==> src/rtl/seg7_bcd_counter_mux.sv <==
// rtl/seg7_bcd_counter_mux.sv - prescaled up/down BCD counter with multiplexed seven-segment drive
module seg7_bcd_counter_mux #(
    parameter int CLK_HZ      = 10_000_000,
    parameter int TICK_HZ     = 1,
    parameter int DIGITS      = 4,
    parameter int SCAN_DIV    = 1024,
    parameter bit SEG_ACT_LOW = 1'b1
) (
    input  logic                  clk,
    input  logic                  reset,
    input  logic                  ena,
    input  logic                  run,
    input  logic                  dir,
    input  logic                  clear,
    input  logic                  load,
    input  logic [4*DIGITS-1:0]   load_val,
    output logic [4*DIGITS-1:0]   bcd,
    output logic                  tick,
    output logic                  wrap,
    output logic [6:0]            seg,
    output logic [DIGITS-1:0]     digit_sel
);

    localparam int DIV = CLK_HZ / TICK_HZ;
    localparam int PW  = (DIV > 1) ? $clog2(DIV) : 1;
    localparam int SW  = (SCAN_DIV > 1) ? $clog2(SCAN_DIV) : 1;
    localparam int IW  = (DIGITS > 1) ? $clog2(DIGITS) : 1;

    localparam logic [PW-1:0] PRESC_LAST = PW'(DIV - 1);
    localparam logic [SW-1:0] SCAN_LAST  = SW'(SCAN_DIV - 1);
    localparam logic [IW-1:0] IDX_LAST   = IW'(DIGITS - 1);
    localparam logic [6:0]    SEG_MASK   = SEG_ACT_LOW ? 7'h7F : 7'h00;

    // Active-high glyph {g,f,e,d,c,b,a}; unreachable codes 10-15 decode blank.
    function automatic logic [6:0] glyph(input logic [3:0] d);
        case (d)
            4'd0:    glyph = 7'b0111111;
            4'd1:    glyph = 7'b0000110;
            4'd2:    glyph = 7'b1011011;
            4'd3:    glyph = 7'b1001111;
            4'd4:    glyph = 7'b1100110;
            4'd5:    glyph = 7'b1101101;
            4'd6:    glyph = 7'b1111101;
            4'd7:    glyph = 7'b0000111;
            4'd8:    glyph = 7'b1111111;
            4'd9:    glyph = 7'b1101111;
            default: glyph = 7'b0000000;
        endcase
    endfunction

    logic [PW-1:0]         presc_q, presc_d;
    logic [4*DIGITS-1:0]   bcd_q, bcd_d;
    logic                  wrap_q, wrap_d;
    logic                  tick_c;
    logic [SW-1:0]         scan_q, scan_d;
    logic [IW-1:0]         idx_q, idx_d;
    logic [DIGITS-1:0]     sel_q, sel_d;
    logic [6:0]            seg_q, seg_d;
    logic                  carry;
    logic [3:0]            dig;
    logic [3:0]            shown;

    // Prescaler and counter next state: clear beats load beats the tick step; ena low freezes all.
    always_comb begin
        presc_d = presc_q;
        bcd_d   = bcd_q;
        wrap_d  = 1'b0;
        tick_c  = 1'b0;
        carry   = 1'b0;
        dig     = 4'd0;
        if (ena) begin
            if (clear) begin
                presc_d = '0;
                bcd_d   = '0;
            end else if (load) begin
                presc_d = '0;
                for (int i = 0; i < DIGITS; i++) begin
                    dig = load_val[4*i +: 4];
                    bcd_d[4*i +: 4] = (dig > 4'd9) ? 4'd9 : dig;
                end
            end else if (run) begin
                if (presc_q == PRESC_LAST) begin
                    presc_d = '0;
                    tick_c  = 1'b1;
                    carry   = 1'b1;
                    for (int i = 0; i < DIGITS; i++) begin
                        dig = bcd_q[4*i +: 4];
                        if (carry) begin
                            if (!dir) begin
                                if (dig >= 4'd9) begin
                                    bcd_d[4*i +: 4] = 4'd0;
                                end else begin
                                    bcd_d[4*i +: 4] = dig + 4'd1;
                                    carry = 1'b0;
                                end
                            end else begin
                                if (dig == 4'd0) begin
                                    bcd_d[4*i +: 4] = 4'd9;
                                end else begin
                                    bcd_d[4*i +: 4] = dig - 4'd1;
                                    carry = 1'b0;
                                end
                            end
                        end
                    end
                    // Carry surviving past the top digit means every digit rolled over.
                    wrap_d = carry;
                end else begin
                    presc_d = presc_q + PW'(1);
                end
            end
        end
    end

    // Scan timebase, digit index and the registered one-hot select / segment pattern.
    always_comb begin
        scan_d = (scan_q == SCAN_LAST) ? '0 : scan_q + SW'(1);
        idx_d  = idx_q;
        if (scan_q == SCAN_LAST) begin
            idx_d = (idx_q == IDX_LAST) ? '0 : idx_q + IW'(1);
        end
        sel_d = '0;
        shown = 4'd0;
        for (int i = 0; i < DIGITS; i++) begin
            if (idx_q == IW'(i)) begin
                sel_d[i] = 1'b1;
                shown    = bcd_q[4*i +: 4];
            end
        end
        seg_d = glyph(shown) ^ SEG_MASK;
    end

    // State registers; reset returns every register to its idle value immediately.
    always_ff @(posedge clk or posedge reset) begin
        if (reset) begin
            presc_q <= '0;
            bcd_q   <= '0;
            wrap_q  <= 1'b0;
            scan_q  <= '0;
            idx_q   <= '0;
            sel_q   <= DIGITS'(1);
            seg_q   <= glyph(4'd0) ^ SEG_MASK;
        end else begin
            presc_q <= presc_d;
            bcd_q   <= bcd_d;
            wrap_q  <= wrap_d;
            scan_q  <= scan_d;
            idx_q   <= idx_d;
            sel_q   <= sel_d;
            seg_q   <= seg_d;
        end
    end

    assign bcd       = bcd_q;
    assign tick      = tick_c;
    assign wrap      = wrap_q;
    assign seg       = seg_q;
    assign digit_sel = sel_q;

endmodule

==> config.mk <==
export PLATFORM = sky130hd
export DESIGN_NAME = seg7_bcd_counter_mux
export DESIGN_NICKNAME = d
export VERILOG_FILES = /design/src/rtl/seg7_bcd_counter_mux.sv
export SDC_FILE = /design/constraint.sdc
export NUM_CORES = 1
export LEC_CHECK = 0
export ABC_AREA = 1
export ABC_CLOCK_PERIOD_IN_PS = 2400
export CAP_MARGIN = 20
export CORE_ASPECT_RATIO = 0.8
export CORE_MARGIN = 2
export CORE_UTILIZATION = 35
export DETAILED_ROUTE_END_ITERATION = 7
export PLACE_DENSITY = 0.6
export SETUP_SLACK_MARGIN = 0.5
export SLEW_MARGIN = 20
export SYNTH_ARGS = -nofsm -noshare
export SYNTH_HDL_FRONTEND = slang
export SYNTH_SLANG_ARGS = --single-unit
==> constraint.sdc <==
create_clock -name clk -period 2.4 [get_ports clk]
set_input_delay 0.48 -clock clk [delete_from_list [all_inputs] [get_ports clk]]
set_output_delay 0.48 -clock clk [all_outputs]
set_load 0.02 [all_outputs]
==> flow_summary.toml, run 1 <==
[min_path]
hold_depth = 2
min_path_type = "reg -> reg"

[route]
wl_um = 12100
drt-pass1-iter-count = 5
ant_nets = 0
drc = 0
drt_iter0_drc = 231
wl_per_cell_um = 13.1
vias_per_cell = 4.91
vias = 4509

[pwr]
switching_power_mw = 1.27
p_comb_share_pct = 28.2
ir_drop_mv = 0.386
powerDensity_nw_per_um2 = 651
clkPwrFrac_pct = 39.4
fin_total_pwr_mw = 3.95
internal-power_mw = 2.68
p_seq_share_pct = 32.4
p_leak_nw = 2.87
p_sw_share_pct = 32.1

[clocking]
clkSinkCount = 64
htree_levels = 3
clk_path_buf_depth = 2
root_buffer = "clkbuf_16"
clk_pin_slew_ns = 0.06
hold_buffers = 0
insertion_delay_ns = 0.33
tritoncts = "done"
numCtsBuffers = 9

[logic_synthesis]
synth_fp_nets = 694
yosysWarnings = 0
syn_inst = 647
synth_cell_types = 40
synth_seq_cells = 64
syn_area_um2 = 4520
syn_area_per_cell_um2 = 6.98
ys_seq_area_share_pct = 35.5

[cells_and_area]
nets = 785
area_growth_pct = 34.4
final_area_um2 = 6070
fillers = 1235
layoutNonFillerInstCount = 918
diodes = 0
layout-drive-gt1-share_pct = 19.5
final_core_util_pct = 47.7

[placement]
io_buffer_count = 51
placed_area_um2 = 5370
placed_cells = 883
gp_congestion = 0.966
post-dp-hpwl_um = 8980
dpl_worst_slack_ns = -0.104

[floorplanning]
rows = 37
die_y_um = 106
core_area_um2 = 12700
die-area_um2 = 13800
initial_core_util_pct = 35.5
num_io_pins = 52
fp.dieW_um = 131

[job]
maxCapViolCount = 0

[worst_setup_path]
r2r_cells = 10
r2r_slack_ns = 0.53
end_kind = "primary output"
crit_fanout = 4
crit_path_start_kind = "flop"
crit_type = "reg -> out"
arrival_ns = 1.68
critical_path_required_ns = 1.92

[sta]
hold_viol_final = 0
holdWs_ns = 0.484
fmax_mhz = 463
worst_pin_slew_ns = 0.469
rsz0062_at_grt = "yes"
setup_viol = 0
fin_crit_ns = 2.16
slew_viol_final = 0
finalClockSkew_ns = 0.0101
setup_ws_ns = 0.241
min_period_over_period_pct = 90.0
setup_tns_ns = 0
slew_headroom_pct = 68.7

[global_route]
grt_pass1_wl_um = 19800
grtUsageTotal_pct = 18.1
grt_start_max_net_pins = 35
antenna_found_initial = 0
grt_pass1_vias = 4151
grt-ovfl-total = 0

[outcome]
status = "complete, no violations"
==> power groups by stage <==
stage	combinational (mW)	sequential, mW	clock, mW
after floorplan	0.555	1.36	0
after global placement	0.991	1.29	0
after detailed placement	1.01	1.30	0
after CTS	1.00	1.28	1.59
after global routing	1.24	1.29	1.63
final	1.11	1.28	1.56
==> worst paths after layout <==
path	startpoint	to
max reg2reg	idx_q[1]	seg[3]
min in group asynchronous	reset	scan_q[7]
max in group asynchronous	reset	digit_sel[0]
min	presc_q[23]	presc_q[23]
min reg2reg	presc_q[23]	presc_q[23]
max	presc_q[17]	tick
==> final cells by class <==
class                      count  area [um2]  area share (%)
multi-input combinational    488        2700            44.5
tap                          175         219            3.61
timing repair buffer          92         851            14.0
clock buffer                  10         239            3.94
inverter                      83         325            5.36
clock inverter                 6         115            1.90
sequential                    64        1620            26.6
==> critical path, cell delays in order (launching register included) <==
cell and delay [ns]:
dfrtp_1 0.41, nor2_1 0.16, and2_1 0.16, nand4_1 0.21, nor4_2 0.22, buf_4 0.19
==> placed cells by master (no fill, tap or decap), types with 10 or more instances in the layout <==
cell | netlist | final
nand2_1 | 174 | 169
inv_2 | 13 | 22
nand3_1 | 63 | 61
inv_1 | 69 | 56
a21oi_1 | 31 | 30
ha_1 | 24 | 15
nor2_2 | 10 | 10
nor3_1 | 13 | 13
clkdlybuf4s50_1 | 0 | 32
buf_4 | 3 | 38
dfrtp_1 | 62 | 53
dlygate4sd2_1 | 0 | 16
o21ai_0 | 26 | 24
nor2_1 | 70 | 68
nand4_1 | 17 | 17
==> Yosys cell counts, drive strengths merged <==
cell type / number / area share, %
nand4: 17 / 2.4
or2: 1 / 0.14
nor2: 83 / 8.0
nor4: 1 / 0.14
nand2: 180 / 16
nand3: 64 / 7.2
dfrtp: 62 / 34
inv: 82 / 6.8
o211ai: 5 / 0.83
and2: 3 / 0.42
clkinv: 1 / 0.083
clkbuf: 3 / 0.25
o21ai: 37 / 4.4
xnor2: 8 / 1.6
a21oi: 32 / 3.6
dfstp: 2 / 1.2
buf: 9 / 1.4
ha: 24 / 6.7
a22oi: 1 / 0.28
nor3b: 1 / 0.17
nand3b: 3 / 0.50
o2bb2ai: 1 / 0.19
a31oi: 2 / 0.28
nor3: 15 / 1.9
o31ai: 1 / 0.17
o22ai: 1 / 0.14
xor2: 8 / 1.6
==> registers in the layout, indices dropped and copies added (netlist names) <==
signal and cells:
bcd 16, seg 7, wrap 1, presc_q 24, idx_q 2, digit_sel 4
scan_q 10
==> timing repair <==
item / in CTS / in global routing
pin swaps: 1 / 11
resized for setup: 48 / 37
setup buffers: 6 / 13
setup endpoints to repair: 28 / 29
==> kinds of logic (layout without fill, tap and decap cells) <==
kind of cell               count (synthesis)  after routing  share of synthesized area [%]
DFF                                       64             64                           35.5
buffers and inverters                     95            191                           8.59
adders and majority gates                 24             24                           6.65
and+or+nand+nor                          368            368                           36.3
xor gates and xnor gates                  16             16                           3.10
AOI/OAI and AO/OA                         80             80                           9.86
==> per-layer routing <==
metal  part of all wire [%]  GRT usage, %  vias to the layer above
met4                   0.88          4.26                        0
li1                       -             -                     2278
met2                     44          26.7                      146
met3                    6.1          3.96                        6
met1                     49          26.8                     2079
met5                      0             0                        -
Power figures use the tool's default switching activity.
==> inputs of run 2 (changes only) <==
- CORE_UTILIZATION: 35 -> 25
- PLACE_DENSITY: 0.6 -> 0.48
==> run 2 against run 1 <==
Final cell count rose by 8.9%; die area grew 39%; core utilization down 11 points; clock skew decreased by 0.0047 ns; sequential cell count did not move; cell area increased by 6.7%; total power shrank 5.1%; via count rose by 1.5%; non-clock buffer count rose by 31; critical path depth grew 2; first-iteration DRC count up 19%; critical path type unchanged.
==> flow_summary.toml, run 2 (synthesized netlist as in run 1, its figures left out) <==
[outcome]
status = "complete, no violations"

[global_route]
grt_busiest_layer = "met1"
grt_use_met1_pct = 23.7
grt_use_met3_pct = 2.75
grt_start_max_net_pins = 65
met2_usage_pct = 20.8
antenna_found_initial = 0
grt-ovfl-total = 0
grtUsageTotal_pct = 15.1
grt_pass1_vias = 4152
grt_pass1_wl_um = 22500

[clocking]
clkSinkCount = 64
root_buffer = "clkbuf_16"
hold_buffers = 0
insertion_delay_ns = 0.34
tritoncts = "done"
clk_path_buf_depth = 2
numCtsBuffers = 9
clk_pin_slew_ns = 0.06
htree_levels = 3

[floorplanning]
die-area_um2 = 19200
fp.dieW_um = 154
rows = 43
core_area_um2 = 17500
initial_core_util_pct = 25.7
num_io_pins = 52
die_y_um = 124

[sta]
rsz0062_at_grt = "yes"
hold_viol_final = 0
min_period_over_period_pct = 90.3
holdWs_ns = 0.485
fmax_mhz = 461
slew_viol_final = 0
worst_pin_slew_ns = 0.385
finalClockSkew_ns = 0.00541
fin_crit_ns = 2.17
setup_viol = 0
setup_ws_ns = 0.233
slew_headroom_pct = 74.1

[placement]
dpl_worst_slack_ns = -0.196
placed_cells = 957
gp_congestion = 0.880
post-dp-hpwl_um = 10400
io_buffer_count = 51

[route]
wl_um = 14300
vias_per_cell = 4.58
ant_nets = 0
vias = 4575
wl_per_cell_um = 14.3
drt-pass1-iter-count = 4
drc = 0
drt_iter0_drc = 274

[cells_and_area]
mostFrequentLayoutCell = "nand2_1"
regMostFlops = "presc_q"
largest_reg_flops = 24
area_growth_pct = 43.4
layoutNonFillerInstCount = 1000
nets = 817
diodes = 0
mostFrequentLayoutCells = "155 x nand2_1, 61 x nor2_1, 59 x buf_4, 58 x nand3_1"
layout-drive-gt1-share_pct = 25.7

[pwr]
p_leak_nw = 3.05
ir_drop_mv = 0.252
powerDensity_nw_per_um2 = 579
fin_total_pwr_mw = 3.75

[worst_setup_path]
crit_fanout = 2
end_kind = "primary output"
critical_path_required_ns = 1.92
r2r_slack_ns = 0.41
arrival_ns = 1.69
crit_path_start_kind = "flop"
r2r_cells = 14
crit_type = "reg -> out"

[min_path]
hold_depth = 2
min_path_type = "reg -> reg"

[job]
maxCapViolCount = 0
[run 2: final timing paths]
kind                              from           to
setup / recovery            presc_q[1]         tick
hold reg to reg            presc_q[23]  presc_q[23]
setup reg to reg           presc_q[14]      bcd[15]
max in group asynchronous        reset       seg[6]
min in group asynchronous        reset    scan_q[2]
hold / removal             presc_q[23]  presc_q[23]
[run 2: routing by layer]
layer,wire length [um],part of all wire (%),vias to the layer above
li1,-,-,2350
met1,7630,53,2099
met2,5810,41,113
met3,652,4.6,13
met4,188,1.3,0
met5,0,0,-
[run 2: final cells by class]
| type | count | area, um2 |
|---|---|---|
| Timing Repair Buffer | 123 | 1100 |
| Tap cell | 225 | 282 |
| Sequential cell | 64 | 1610 |
| Multi-Input combinational cell | 489 | 2860 |
| Fill cell | 1867 | 11100 |
| Clock inverter | 7 | 71.3 |
| Inverter | 83 | 325 |
| Clock buffer | 9 | 225 |
[run 2: timing repair]
| action | in CTS | in global routing |
|---|---|---|
| buffers inserted | 12 | 13 |
| pin swaps | 9 | 24 |
| setup endpoints to repair | 29 | 47 |
| gates cloned | 1 | 1 |
| gates resized for setup | 53 | 79 |
[run 2: where the power goes]
| group | internal, mW | leakage [nW] | switching, mW |
|---|---|---|---|
| registers | 1.16 | 0.843 | 0.105 |
| logic | 0.454 | 2.07 | 0.675 |
| clock network | 0.804 | 0.138 | 0.546 |
| total | 2.42 | 3.05 | 1.33 |
[run 2: per-stage QoR]
step / util [%] / cell area, um2 / setup TNS, ns
after floorplan: - / 4530 / 0
after global placement: 31.9 / 5600 / -0.153
after detailed placement: 31.9 / 5600 / -0.196
after CTS: 34.5 / 6060 / 0
after global routing: 36.9 / 6470 / 0
final: 36.9 / 6470 / 0
[run 2: worst max-delay path, stage by stage (launching register included)]
cell     delay, ns
dfrtp_1       0.35
ha_2          0.19
nand2_2       0.08
nor2_4        0.10
nand2_2       0.07
nor4_2        0.28
buf_4         0.17
buf_6         0.11
==> inputs of run 3 (changes only) <==
- SETUP_SLACK_MARGIN: 0.5 -> 0.4
==> run 3 against run 2 <==
Worst setup slack worse by 0.0043 ns; core utilization fell by 2.0 points; total power rose by 0.65%.
==> flow_summary.toml, run 3 (synthesized netlist as in run 1, its figures left out) <==
[outcome]
status = "complete, no violations"

[pwr]
internal-power_mw = 2.51
powerDensity_nw_per_um2 = 616
ir_drop_mv = 0.283
switching_power_mw = 1.26
clkPwrFrac_pct = 38.4
p_comb_share_pct = 28.0
p_leak_nw = 2.95
p_seq_share_pct = 33.6
p_sw_share_pct = 33.4

[cells_and_area]
mostFrequentLayoutCells = "167 x nand2_1, 67 x nor2_1, 63 x nand3_1, 60 x inv_1, 56 x buf_4"
diodes = 0
final_core_util_pct = 34.9
area_growth_pct = 35.7
multiInputGateArea_um2 = 2620
nets = 802
layout-drive-gt1-share_pct = 19.7
regMostFlops = "presc_q"
seq_area_um2 = 1610
largest_reg_flops = 24
fillers = 1876
mostFrequentLayoutCell = "nand2_1"
final_area_um2 = 6130

[floorplanning]
die-area_um2 = 19200
initial_core_util_pct = 25.7
rows = 43
num_io_pins = 52
core_area_um2 = 17500
fp.dieW_um = 154
die_y_um = 124

[min_path]
hold_depth = 2
min_path_type = "reg -> reg"

[clocking]
htree_levels = 3
tritoncts = "done"
clk_pin_slew_ns = 0.06
root_buffer = "clkbuf_16"
insertion_delay_ns = 0.34
clk_path_buf_depth = 2
clkSinkCount = 64
numCtsBuffers = 9

[sta]
fmax_mhz = 461
hold_viol_final = 0
setup_viol = 0
finalClockSkew_ns = 0.00948
slew_viol_final = 0
holdWs_ns = 0.480
worst_pin_slew_ns = 0.397
setup_ws_ns = 0.229
rsz0062_at_grt = "yes"
slew_headroom_pct = 73.4
min_period_over_period_pct = 90.5
fin_crit_ns = 2.17

[placement]
post-dp-hpwl_um = 10200
io_buffer_count = 51
gp_congestion = 0.875
placed_area_um2 = 5590
dpl_worst_slack_ns = -0.161

[worst_setup_path]
crit_type = "reg -> out"
end_kind = "primary output"
crit_fanout = 2
critical_path_required_ns = 1.92
cp_num_cells = 7
path_cells = "inv_2, nand2_2, nor3_4, nand4_1, nor4_2, buf_4, buf_6"
cpMaxStageDelayCell = "dfrtp_1"
crit_buf_inv = 3
slowest_delay_ns = 0.38
arrival_ns = 1.69
critical_path.top_delay_family = "simple AND/OR/NAND/NOR gates"
r2r_cells = 11
crit_path_start_kind = "flop"

[global_route]
grt-ovfl-total = 0
grt_pass1_vias = 4174
grtUsageTotal_pct = 14.6
antenna_found_initial = 0
grt_pass1_wl_um = 22100
grt_start_max_net_pins = 65

[route]
wl_um = 13500
vias_per_cell = 4.50
wl_per_cell_um = 13.7
drt-pass1-iter-count = 5
ant_nets = 0
drc = 0
drt_iter0_drc = 347
vias = 4429

[job]
maxCapViolCount = 0
==> run 3: worst paths after layout <==
| check | from | slack, ns | end |
|---|---|---|---|
| worst max-delay path | presc_q[13] | 0.23 | tick |
| worst max register to register | idx_q[0] | 0.51 | seg[3] |
| max in group asynchronous | reset | 1.49 | bcd[4] |
| worst min-delay path | presc_q[23] | 0.48 | presc_q[23] |
| worst min register to register | presc_q[23] | 0.48 | presc_q[23] |
| min in group asynchronous | reset | 0.59 | scan_q[2] |
==> run 3: area by class of cell <==
cell class	instances	area share [%]
timing repair buffer	109	15.9
inverter	83	5.23
clock buffer	9	3.67
sequential	64	26.3
multi-input combinational	488	42.7
clock inverter	7	1.55
tap	225	4.59
==> run 3: repair_timing <==
item,4_1_cts,5_1_grt
setup buffers,6,7
setup endpoints to repair,13,28
pin swaps,1,11
hold buffers,0,0
resized for setup,18,40
==> run 3: through the flow <==
| step | total power, mW | cells | TNS [ns] |
|---|---|---|---|
| floorplan | 1.91 | 647 | 0 |
| global placement | 2.33 | 956 | -0.151 |
| detailed placement | 2.32 | 956 | -0.161 |
| CTS | 3.78 | 978 | 0 |
| global route | 4.00 | 985 | 0 |
| finish | 3.77 | 985 | 0 |
==> run 3: power groups by stage <==
| stage | clock, mW | sequential [mW] | combinational (mW) |
|---|---|---|---|
| global route | 1.53 | 1.29 | 1.18 |
| finish | 1.45 | 1.27 | 1.05 |
| CTS | 1.48 | 1.27 | 1.04 |
| detailed placement | 0 | 1.28 | 1.03 |
| floorplan | 0 | 1.36 | 0.555 |
| global placement | 0 | 1.29 | 1.04 |
==> run 3: worst min-delay path, stage by stage, from the launching register on <==
cell	delay (ns)
dfrtp_1	0.34
nand2_1	0.05
nand2_1	0.06
==> run 3: routing by layer <==
| layer | vias up | wire length [um] | track usage [%] |
|---|---|---|---|
| met3 | 6 | 628 | 3.28 |
| met5 | - | 0 | 0 |
| met4 | 0 | 100 | 3.54 |
| li1 | 2313 | - | - |
| met2 | 97 | 5410 | 20.0 |
| met1 | 2013 | 7410 | 22.9 |
==> variant 1, RTL diff (settings of run 2) <==
Reset style: synchronous (`reset`), changed in one clocked block.
--- a/src/rtl/seg7_bcd_counter_mux.sv
+++ b/src/rtl/seg7_bcd_counter_mux.sv
@@ -131,7 +131,7 @@
     end
 
     // State registers; reset returns every register to its idle value immediately.
-    always_ff @(posedge clk or posedge reset) begin
+    always_ff @(posedge clk) begin
         if (reset) begin
             presc_q <= '0;
             bcd_q   <= '0;
Behaviour: differs if reset is asserted again (counterexample within 4 cycles, from zero or initial values and one cycle with reset high); with reset held inactive, the same outputs for 10 cycles.
==> variant 1 against run 2 <==
- setup slack improved by 19 ps
- final cell count decreased by 5.8%
- critical endpoint is now wrap
- sequential cell count stayed put
- synthesized area shrank 6.8%
- design area is 9.0% lower
- routed wire length fell by 7.6%
- sequential share of layout area down 2.8 points
Power is not compared: it rests on default switching activity, and its combinational part moved more than twofold at a synthesized area within 25%.
==> variant 1: results (changes against run 2) <==
| Metric | Value |
|---|---|
| Placed insts | `899 (-6.1%)` |
| CTS root buf | `clkbuf_16` |
| Min-delay src | `scan_q[0]` |
| WL per Instance | `14.0 um (-1.9%)` |
| Setup CP Type | `flop to flop` |
| Top cells by area, synth | `dfxtp_1 (30%), nand2_1 (12%), nor2_1 (7.6%)` |
| CTS buffer count | `9 (unchanged)` |
| Post-synthesis sequential area ratio | `30.4% (-5.1 points)` |
| RePlAce Congestion | `0.866 (-1.6%)` |
| R2r worst-path depth | `16 (+2)` |
| Largest net degree at the start of global routing | `27 (-58%)` |
| GRT Util Overall | `14.3% (-0.81 points)` |
| Worst hold endpoint | `scan_q[0]` |
| Critical path peak fanout | `2 (unchanged)` |
| Mapped Cells | `616 (-4.8%)` |
| First-pass GRT wire length | `19,900 um (-11%)` |
| Mapped Nets | `663 (-4.5%)` |
| Clock Pin Slew Worst Setup and Hold Paths | `60 ps (about the same)` |
| Initial drt markers | `264 (-3.6%)` |
| Fraction of layout cells with a size suffix above 1 | `19.3% (-6.4 points)` |
| Leak | `2.51 nW` |
| Reg-to-Reg Start | `presc_q[21]` |
| Fin crit share | `89.5% (-0.78 points)` |
| CP peak stage delay | `360 ps` |
| Post-synthesis adder-cell area fraction | `7.13% (+0.48 points)` |
| R2R setup slack | `250 ps (-160 ps)` |
| Most frequent cells after synthesis | `nand2_1 (131), nor2_1 (85), inv_1 (70), dfxtp_1 (64), nand3_1 (48)` |
| Crit-path leading delay family | `buffers and inverters` |
| Initial antenna violation count | `0 (unchanged)` |
| Number of flip-flops in the largest register | `24 (unchanged)` |
| DR pass1 iterations | `5 (+1)` |
| Synth Flop Type | `dfxtp_1` |
| Number of global-route vias before repair | `3,943 (-5.0%)` |
| DP HPWL | `9480 um (-8.6%)` |
| Crit path DAT | `2430 ps (+740 ps)` |
| Inserted Diodes | `0 (unchanged)` |
| Setup Slack @ Placement | `-238 ps (-42.9 ps)` |
| Post-DP Area | `5100 um^2 (-9.0%)` |
| Share of the synthesized area in the top cell type | `30.4% (-3.9 points)` |
| Reg2reg end | `wrap` |
| Hold path cells | `1 (-1)` |
| Status | `finished clean` |
| Compound-Gate Fraction of Synth Area | `11.8% (+2.0 points)` |
| Post-route clock skew | `6.41 ps (+0.994 ps)` |
| Worst hold slack | `456 ps (-28.6 ps)` |
| Seq power | `1.13 mW` |
| Power Total | `3.11 mW` |
| H-tree levels | `3 (unchanged)` |
| Slew @ Worst Pin | `514 ps (+128 ps)` |
| Hold/Removal Path Class | `flop to flop` |
| Area share of xor/xnor cells in the synthesized design | `3.33% (+0.23 points)` |
| Cell variety after synth | `48 (+20%)` |
| Total wire length | `13,200 um (-7.6%)` |
| NumNets Final | `764 (-6.5%)` |
| Slowest stage cell, crit path | `dfxtp_4` |
| Vias/cell | `4.61 (+0.80%)` |
| Asr flop ratio synth | `0% (-100 points)` |
## variant 1: cell count changes after synthesis, sizes merged, moves of 5 or more
cell and delta:
a21oi +8, dfrtp -62, dfxtp +64, inv -9, nand2 -39, nand3 -14, nor2 +14, o21ai -6
xnor2 -5, xor2 +5
## variant 1: final cells by class
class	count	area (um^2)
repair inverters	1	7.51
well taps	220	275
multi-input cells	468	2740
flip-flops and latches	64	1300
repair buffers	99	942
inverters	74	285
clock buffers	14	274
clock inverters	2	60.1
fillers	1737	10600
## variant 1: routing by layer
layer	part of all wire, %	global-route usage, %
met5	0	0
met2	41	20.4
met4	1.5	4.76
met3	5.0	3.65
met1	53	20.7
## variant 1: cells by family after synthesis
logic type,after synthesis
AOI/OAI and AO/OA,90
xor gates and xnor gates,16
DFF,64
and+or+nand+nor,337
adders and majority gates,24
buffers and inverters,85
## variant 1: what timing repair did
item                       CTS  global route
pin swaps                    7            18
setup buffers               14            10
resized for setup           47            46
cloned                       1             2
setup endpoints to repair   30            42
==> variant 2, RTL diff (flow settings as in run 2) <==
Made on the original files. `SEG_ACT_LOW`: 1'b1 -> 1'b0.
--- a/src/rtl/seg7_bcd_counter_mux.sv
+++ b/src/rtl/seg7_bcd_counter_mux.sv
@@ -4,7 +4,7 @@
     parameter int TICK_HZ     = 1,
     parameter int DIGITS      = 4,
     parameter int SCAN_DIV    = 1024,
-    parameter bit SEG_ACT_LOW = 1'b1
+    parameter bit SEG_ACT_LOW = 1'b0
 ) (
     input  logic                  clk,
     input  logic                  reset,
Function: changed (Yosys sat finds a counterexample within 4 cycles, from zero or initial values and one cycle with reset high).
==> variant 2 against run 2 <==
- synthesized area up 0.91%
- sequential power about the same
- sequential cell count stayed put
- routed wire length decreased by 1.7%
- setup slack got worse by 19 ps
- first-iteration DRC count increased by 9.9%
- design area down 0.33%
- total power increased by 2.1%
- critical path type is now flop to flop
- highest routed layer unchanged
==> variant 2: results (changes against run 2) <==
| Metric | Value |
|---|---|
| Area share of xor/xnor cells in the synthesized design | `2.69% (-0.41 points)` |
| Crit-path leading delay family | `buffers and inverters` |
| DP HPWL | `10,400 um (+0.29%)` |
| Met2 wire length | `6000 um (+3.2%)` |
| Compound-Gate Fraction of Synth Area | `9.80% (-0.062 points)` |
| Mapped Nets | `715 (+3.0%)` |
| Number of global-route vias before repair | `4,424 (+6.6%)` |
| Placed insts | `976 (+2.0%)` |
| Post-CTS setup buffer count | `18 (+6)` |
| Multi-input gate count | `498 (+1.8%)` |
| NonClk Buf Share | `16.4% (-0.56 points)` |
| Post-synthesis sequential area ratio | `35.3% (-0.18 points)` |
| Clk tree area frac | `4.98% (+0.40 points)` |
| Largest net degree at the start of global routing | `35 (-46%)` |
| Post-synthesis adder-cell area fraction | `6.86% (+0.21 points)` |
| Leak | `3.10 nW (+1.7%)` |
| Via count | `4,688 (+2.5%)` |
| Number of signal-net inverters in the final layout | `94 (+13%)` |
| WL met3 | `666 um (+2.1%)` |
| Fill cells | `1,877 (+0.54%)` |
| RePlAce Congestion | `0.859 (-2.3%)` |
| Met2 Usage GRT | `21.9% (+1.1 points)` |
| GR Util met1 | `22.3% (-1.4 points)` |
| Internal | `2.53 mW (+4.6%)` |
| Met1 WL | `7220 um (-5.4%)` |
| Hold/Removal Path Class | `primary input to asynchronous set/reset pin` |
| Initial drt markers | `301 (+9.9%)` |
| Vias/cell | `4.59 (+0.26%)` |
| Mapped Cells | `667 (+3.1%)` |
| Clock Pin Slew Worst Setup and Hold Paths | `60 ps (about the same)` |
| Status | `finished clean` |
| Met3 Track Usage GR | `3.06% (+0.31 points)` |
| Multi-input combinational area share | `43.4% (-0.75 points)` |
| Sequential share of cell area | `25.0% (+0.14 points)` |
| First-pass GRT wire length | `23,100 um (+2.5%)` |
| Most frequent cells after synthesis | `nand2_1 (184), inv_1 (85), nor2_1 (79), nand3_1 (63), dfrtp_1 (57)` |
| Slew Limit Headroom | `70.0% (-4.1 points)` |
| Total wire length | `14,000 um (-1.7%)` |
| Top cells by area, synth | `dfrtp_1 (31%), nand2_1 (15%), inv_1 (7.0%)` |
| GRT Util Overall | `15.0% (-0.10 points)` |
| NumNets Final | `835 (+2.2%)` |
| Post-route clock skew | `7.95 ps (+2.54 ps)` |
| Fraction of layout cells with a size suffix above 1 | `22.1% (-3.6 points)` |
## variant 2: changes by cell type after synthesis, sizes merged, moves of 3 or more
cell / run 2 / this run
inv: 82 / 94
nor3b: 1 / 4
dfstp: 2 / 7
a21oi: 32 / 29
dfrtp: 62 / 57
o21ai: 37 / 43
nand2: 180 / 188
## variant 2: through the flow
stage                     total power, mW  util (%)  instance area (um^2)  worst slack [ps]
after floorplan                      1.92         -                  4570               555
after global placement               2.36      31.1                  5600              -164
after detailed placement             2.35      31.1                  5600              -154
after CTS                            3.81      33.9                  6090               134
after global routing                 4.06      35.8                  6450              60.8
final                                3.83      35.8                  6450               214
## variant 2: path summary, 6_finish.rpt
kind                             from      endpoint  slack, ps  depth (start not counted)
min reg2reg                 scan_q[6]     scan_q[6]        500                          2
min                             reset     scan_q[2]        500                          2
max reg2reg                presc_q[0]   presc_q[20]        210                         15
max in group asynchronous       reset  digit_sel[0]       1310                          3
min in group clk            scan_q[6]     scan_q[6]        500                          2
max                        presc_q[0]   presc_q[20]        210                         15
